## config.mk

```make
export PLATFORM = sky130hd
export DESIGN_NAME = demux2_flat
export DESIGN_NICKNAME = d
export VERILOG_FILES = /design/src/rtl/demux2_if.sv /design/src/rtl/demux2.sv /design/src/flat_wrapper.sv
export SDC_FILE = /design/constraint.sdc
export NUM_CORES = 1
export LEC_CHECK = 0
export ABC_AREA = 1
export BUFFER_PORTS_ARGS = -buffer_cell sky130_fd_sc_hd__buf_2
export CORE_ASPECT_RATIO = 1.1
export CORE_MARGIN = 8
export CORE_UTILIZATION = 30
export CTS_BUF_LIST = sky130_fd_sc_hd__clkbuf_4
export DETAILED_ROUTE_END_ITERATION = 8
export PLACE_DENSITY = 0.62
export SETUP_SLACK_MARGIN = 0.3
export SYNTH_ARGS = -nofsm -noshare
export SYNTH_HDL_FRONTEND = slang
export SYNTH_SLANG_ARGS = --single-unit
```

## constraint.sdc

```tcl
create_clock -name clk_i -period 2.6 [get_ports clk_i]
set_input_delay 0.13 -clock clk_i [delete_from_list [all_inputs] [get_ports clk_i]]
set_output_delay 0.13 -clock clk_i [all_outputs]
set_load 0.005 [all_outputs]
```

## src/rtl/demux2_if.sv

```systemverilog
// demux2_if: bundles the producer-side stream and the two consumer-side
// streams of the 1-to-2 demultiplexer.
//   data_i/select_i/valid_i/ready_o : single input stream; select_i picks output
//   data0_o/valid0_o/ready0_i       : output stream 0
//   data1_o/valid1_o/ready1_i       : output stream 1
// Port suffixes are from the demux's point of view.
// slave  : modport used by the demux itself.
// master : modport used by the surrounding producer and consumers.
interface demux2_if #(
    parameter int Width = 32
);
    logic [Width-1:0] data_i;
    logic             select_i;
    logic             valid_i;
    logic             ready_o;

    logic [Width-1:0] data0_o;
    logic             valid0_o;
    logic             ready0_i;

    logic [Width-1:0] data1_o;
    logic             valid1_o;
    logic             ready1_i;

    modport slave (
        input  data_i, select_i, valid_i,
        output ready_o,
        output data0_o, valid0_o,
        input  ready0_i,
        output data1_o, valid1_o,
        input  ready1_i
    );

    modport master (
        output data_i, select_i, valid_i,
        input  ready_o,
        input  data0_o, valid0_o,
        output ready0_i,
        input  data1_o, valid1_o,
        output ready1_i
    );
endinterface

```

## src/rtl/demux2.sv

```systemverilog
// demux2: registered 1-to-2 stream demultiplexer.
// Each accepted input word is written into the FIFO chosen by select_i. Each
// output stream presents the head of its own FIFO, so the producer is
// decoupled from the stall timing of either consumer.
// Ports:
//   clk_i : clock, all state changes on the rising edge
//   rst_i : synchronous active-high reset (empties both FIFOs)
//   bus   : demux2_if.slave carrying the input stream and both output streams
// Parameters:
//   Width : data bits per word
//   Depth : entries per output FIFO (power of two, >= 2)
module demux2 #(
    parameter int Width = 32,
    parameter int Depth = 2
) (
    input  logic     clk_i,
    input  logic     rst_i,
    demux2_if.slave  bus
);
    localparam int PW = $clog2(Depth);
    localparam int CW = $clog2(Depth + 1);
    localparam logic [CW-1:0] FULL_CNT = CW'(Depth);

    // Storage is deliberately left out of reset: empty FIFOs mask their
    // outputs to zero, so stale contents are never visible.
    logic [Width-1:0] mem_q [2][Depth];

    logic [PW-1:0] wptr_q [2];
    logic [PW-1:0] wptr_d [2];
    logic [PW-1:0] rptr_q [2];
    logic [PW-1:0] rptr_d [2];
    logic [CW-1:0] cnt_q  [2];
    logic [CW-1:0] cnt_d  [2];

    logic [1:0] full;
    logic [1:0] empty;
    logic [1:0] push;
    logic [1:0] pop;
    logic [1:0] sel_oh;
    logic [1:0] rdy_in;
    logic       xfer;

    always_comb begin
        full  = '0;
        empty = '0;
        for (int k = 0; k < 2; k++) begin
            full[k]  = (cnt_q[k] == FULL_CNT);
            empty[k] = (cnt_q[k] == '0);
        end
    end

    // ready_o only looks at the registered fill level; a pop in the same
    // cycle does not free the slot until the next cycle, which keeps the
    // consumer ready signals off the producer's ready path.
    assign bus.ready_o = bus.select_i ? ~full[1] : ~full[0];

    assign xfer   = bus.valid_i & bus.ready_o;
    assign sel_oh = {bus.select_i, ~bus.select_i};
    assign rdy_in = {bus.ready1_i, bus.ready0_i};
    assign push   = {2{xfer}} & sel_oh;
    assign pop    = ~empty & rdy_in;

    always_comb begin
        for (int k = 0; k < 2; k++) begin
            wptr_d[k] = wptr_q[k];
            rptr_d[k] = rptr_q[k];
            cnt_d[k]  = cnt_q[k];
            if (push[k]) begin
                wptr_d[k] = wptr_q[k] + PW'(1);
            end
            if (pop[k]) begin
                rptr_d[k] = rptr_q[k] + PW'(1);
            end
            case ({push[k], pop[k]})
                2'b10:   cnt_d[k] = cnt_q[k] + CW'(1);
                2'b01:   cnt_d[k] = cnt_q[k] - CW'(1);
                default: cnt_d[k] = cnt_q[k];
            endcase
        end
    end

    always_ff @(posedge clk_i) begin
        if (rst_i) begin
            for (int k = 0; k < 2; k++) begin
                wptr_q[k] <= '0;
                rptr_q[k] <= '0;
                cnt_q[k]  <= '0;
            end
        end else begin
            for (int k = 0; k < 2; k++) begin
                wptr_q[k] <= wptr_d[k];
                rptr_q[k] <= rptr_d[k];
                cnt_q[k]  <= cnt_d[k];
            end
        end
    end

    // A write during reset is harmless: the pointers and counts are cleared
    // on the same edge, so the written slot is never read.
    always_ff @(posedge clk_i) begin
        for (int k = 0; k < 2; k++) begin
            if (push[k]) begin
                mem_q[k][wptr_q[k]] <= bus.data_i;
            end
        end
    end

    assign bus.valid0_o = ~empty[0];
    assign bus.valid1_o = ~empty[1];
    assign bus.data0_o  = empty[0] ? '0 : mem_q[0][rptr_q[0]];
    assign bus.data1_o  = empty[1] ? '0 : mem_q[1][rptr_q[1]];
endmodule

```

## src/flat_wrapper.sv

```systemverilog
// flat-port wrapper written by rule: the top's interface ports become plain ports
module demux2_flat 
#(
    parameter int Width = 32,
    parameter int Depth = 2
)
  (clk_i, rst_i, bus_data_i, bus_select_i, bus_valid_i, bus_ready_o, bus_data0_o, bus_valid0_o, bus_ready0_i, bus_data1_o, bus_valid1_o, bus_ready1_i);
  demux2_if #(.Width(Width)) bus_i ();
  input  logic clk_i;
  input  logic rst_i;
  input wire logic [$bits(bus_i.data_i)-1:0] bus_data_i;
  input wire logic [$bits(bus_i.select_i)-1:0] bus_select_i;
  input wire logic [$bits(bus_i.valid_i)-1:0] bus_valid_i;
  output wire logic [$bits(bus_i.ready_o)-1:0] bus_ready_o;
  output wire logic [$bits(bus_i.data0_o)-1:0] bus_data0_o;
  output wire logic [$bits(bus_i.valid0_o)-1:0] bus_valid0_o;
  input wire logic [$bits(bus_i.ready0_i)-1:0] bus_ready0_i;
  output wire logic [$bits(bus_i.data1_o)-1:0] bus_data1_o;
  output wire logic [$bits(bus_i.valid1_o)-1:0] bus_valid1_o;
  input wire logic [$bits(bus_i.ready1_i)-1:0] bus_ready1_i;
  assign bus_i.data_i = bus_data_i;
  assign bus_i.select_i = bus_select_i;
  assign bus_i.valid_i = bus_valid_i;
  assign bus_ready_o = bus_i.ready_o;
  assign bus_data0_o = bus_i.data0_o;
  assign bus_valid0_o = bus_i.valid0_o;
  assign bus_i.ready0_i = bus_ready0_i;
  assign bus_data1_o = bus_i.data1_o;
  assign bus_valid1_o = bus_i.valid1_o;
  assign bus_i.ready1_i = bus_ready1_i;
  demux2 #(.Width(Width), .Depth(Depth)) u_core (.clk_i(clk_i), .rst_i(rst_i), .bus(bus_i));
endmodule
```

==> results_dict.tcl <==
set metrics [dict create \
    met1_demand_to_capacity_share_in_global_routing 0.125 \
    grt_first_pass_wirelength_um 19600 \
    grt_antenna_before_repair 0 \
    status "finished, final reports clean" \
    start_kind "flop" \
    final_estimated_routing_congestion_in_global_placement 0.694 \
    core_region_area_sq_um 17100 \
    family_of_cells_with_the_greatest_summed_delay_on_the_critical_path "buffers and inverters" \
    hold_path.class "in2reg" \
    overflow 0 \
    cts-root-to-sink-buffers 2 \
    placement_rows 50 \
    cts_root_buffer "sky130_fd_sc_hd__clkbuf_4" \
    critical-path-max-stage-delay_ns 0.59 \
    critPathBufInv 3 \
    grt.met2_usage 0.211 \
    post-route-min-period_ns 2.12 \
    route.detailed.vias_per_inst 4.29 \
    setup_viol 0 \
    end_kind "flop" \
    initial_utilization 0.307 \
    worst_skew_pair.late_latency_ns 0.54 \
    die-width_um 142 \
    final_max_slew_viol_count 0 \
    grt_util_all_layers 0.118 \
    critical_path_peak_fanout 4 \
    yosys-mux-area-fraction 0 \
    post_route_cells_drive_above_1_share 0.279 \
    final.period_utilization 0.814 \
    global_route.usage.met3 0.0400 \
    powerDensity_nw_per_um2 805 \
    hpwlAfterDp_um 8430 \
    syn_inst 408 \
    synth_fa_ha_area_frac 0.00477 \
    critical-path-slowest-cell "sky130_fd_sc_hd__dlygate4sd3_1" \
    number_of_max_cap_violations 0 \
    routed-via-count 3446 \
    power.static_leakage_nw 2.63 \
    fraction_of_the_mapped_netlist_area_in_compound_gates 0.0727 \
    drtPass1Iterations 4 \
    final_cell_area_sq_um 6690 \
    number_of_buffers_inserted_by_post_cts_setup_repair 0 \
    die-height_um 155 \
    detail_route.drc_violations 0 \
    cts.reportedPaths.clkPinSlew_ns 0.13 \
    hold_viol 0 \
    grt_max_degree 35 \
    setup-tns-final_ns 0 \
    cp_cell_sequence "inv_1 -> nand2_1 -> nand3_2 -> dlygate4sd3_1 -> a21oi_1 -> dlygate4sd3_1" \
    dominant_combinational_cell_family_by_area_after_synthesis "simple AND/OR/NAND/NOR gates" \
    synth_simple_gate_area_share 0.122 \
    criticalPathCategory "reg2reg" \
    synth_seq_area_share 0.763 \
    placement_stage_cell_area_sq_um 6010 \
    wl_per_cell_um 15.7 \
    cts-buffers-inserted 17 \
    synth.ff_latch_count 136 \
    yosysWarnings 0 \
    post_cts.resized_instances 0 \
    flow.area_growth_from_synthesis_pct 27.5 \
    synth_fp_nets 448 \
    cts_tree "built" \
    max_slew_margin 0.457 \
    synth_xor_xnor_area_share 0.00167 \
    ant_nets 0 \
    max_slew.worst_pin.slew_ns 0.813 \
    rsz0062_at_grt "no" \
    drt_iter0_drc 232 \
    cts-htree-levels 4 \
    timing.fmax_mhz 472 \
    dieArea_sq_um 22000 \
    worst_path_most_repeated_cell "sky130_fd_sc_hd__dlygate4sd3_1" \
    number_of_global_route_vias_before_repair 3602 \
    totalWireLength_um 12600 \
    peakVddDrop_v 0.000457 \
    synth.distinct_cells 20 \
    antennaDiodeCount 0 \
    place.port_buffers 104 \
    post_synth.cell_area_avg_sq_um 12.9 \
    number_of_i_o_pins 105 \
    critPathArrivalTime_ns 2.60 \
    maximum_clock_skew_at_final_layout_ns 0.0169 \
    cp.required_ns 3.09 \
    synth.cell_area_sq_um 5250 \
    final_nets 596 \
    clock_sinks 136 \
    global_route.peak_usage_layer "met2" \
]
logic make-up (layout without fill, tap and decap cells):
group | Yosys count | in the layout
XOR/XNOR | 1 | 1
AND/OR/NAND/NOR | 159 | 159
adder cells (fa/ha/maj) | 2 | 2
AO/OA/AOI/OAI | 73 | 73
buffers and inverters | 37 | 198
flip-flops | 136 | 136
stage by stage:
step	std cells	setup slack (ns)	utilization	total power, mW	hold WS, ns
after CTS	803	0.457	0.392	5.49	0.276
final	803	0.483	0.392	5.38	0.324
after detailed placement	732	0.733	0.352	4.02	0.328
after floorplan	408	0.698	-	3.42	0.202
after global routing	803	0.330	0.392	5.70	0.285
after global placement	732	0.790	0.352	3.99	0.330
power by group:
group	internal, mW	switching, mW	leakage, nW
Clock	0.593	0.826	0.154
Combinational	0.485	0.865	1.23
Sequential	2.54	0.0762	1.24
Total	3.62	1.77	2.63
Yosys cell counts:
cell type / number / area share
sky130_fd_sc_hd__a21oi_1: 68 / 0.065
sky130_fd_sc_hd__buf_2: 11 / 0.010
sky130_fd_sc_hd__buf_4: 10 / 0.014
sky130_fd_sc_hd__dfxtp_1: 8 / 0.031
sky130_fd_sc_hd__edfxtp_1: 128 / 0.73
sky130_fd_sc_hd__ha_1: 2 / 0.0048
sky130_fd_sc_hd__inv_1: 13 / 0.0093
sky130_fd_sc_hd__inv_2: 3 / 0.0021
sky130_fd_sc_hd__nand2_1: 139 / 0.099
sky130_fd_sc_hd__nand3_2: 1 / 0.0019
sky130_fd_sc_hd__nand4_1: 1 / 0.0012
sky130_fd_sc_hd__nor2_1: 10 / 0.0072
sky130_fd_sc_hd__nor2_2: 4 / 0.0048
sky130_fd_sc_hd__nor2_4: 2 / 0.0043
sky130_fd_sc_hd__nor3_1: 1 / 0.00095
sky130_fd_sc_hd__nor3_2: 1 / 0.0019
sky130_fd_sc_hd__o211ai_4: 1 / 0.0041
sky130_fd_sc_hd__o21ai_0: 3 / 0.0029
sky130_fd_sc_hd__o21ai_1: 1 / 0.00095
sky130_fd_sc_hd__xor2_1: 1 / 0.0017
sequential cells by signal, summed over array words and instances (netlist names):
register	count
u_core.mem_q	128
u_core.cnt_q	4
u_core.wptr_q	2
u_core.rptr_q	2
area by class of cell:
cell class | instances | area [sq um]
fill | 1627 | 10400
timing repair buffer | 150 | 963
clock inverter | 15 | 169
multi-input combinational | 235 | 1070
inverter | 16 | 60.1
tap | 234 | 293
clock buffer | 17 | 128
sequential | 136 | 4010
worst paths after layout:
path / startpoint / endpoint / slack (ns) / cells past startpoint
max: u_core.cnt_q[0][2] / u_core.wptr_q[0][1] / 0.48 / 6
min: rst_i / u_core.cnt_q[0][0] / 0.32 / 3
max reg2reg: u_core.cnt_q[0][2] / u_core.wptr_q[0][1] / 0.48 / 6
min reg2reg: u_core.cnt_q[0][3] / u_core.cnt_q[0][3] / 0.57 / 2
worst min-delay path, delay by kind of cell:
family                 cells  cell delay [ns]
buffers and inverters      2             0.66
and+or+nand+nor            1             0.04
metal layers:
metal  routed length [um]  up-vias  share of wire
li1                     -     1719              -
met5                    0        -              0
met4                   76        0         0.0060
met1                 4930     1626           0.39
met3                  726        8          0.058
met2                 6860       93           0.54
repair_timing:
action	CTS	global route
endpoints found under the setup margin	0	0
hold buffers	39	0
endpoints found under the hold margin	136	0
layout by cell type, fill, tap and decap left out, types with 4 or more instances in the layout:
cell type / Yosys / routed
sky130_fd_sc_hd__inv_1: 13 / 12
sky130_fd_sc_hd__inv_6: 0 / 5
sky130_fd_sc_hd__nor2_4: 2 / 5
sky130_fd_sc_hd__buf_2: 11 / 104
sky130_fd_sc_hd__edfxtp_1: 128 / 128
sky130_fd_sc_hd__inv_2: 3 / 4
sky130_fd_sc_hd__clkinv_4: 0 / 4
sky130_fd_sc_hd__clkbuf_4: 0 / 17
sky130_fd_sc_hd__dfxtp_1: 8 / 6
sky130_fd_sc_hd__nor2_1: 10 / 8
sky130_fd_sc_hd__nand2_1: 139 / 139
sky130_fd_sc_hd__a21oi_1: 68 / 68
sky130_fd_sc_hd__buf_4: 10 / 7
sky130_fd_sc_hd__dlygate4sd3_1: 0 / 39
Note: power is estimated with default switching activity, not from simulation.
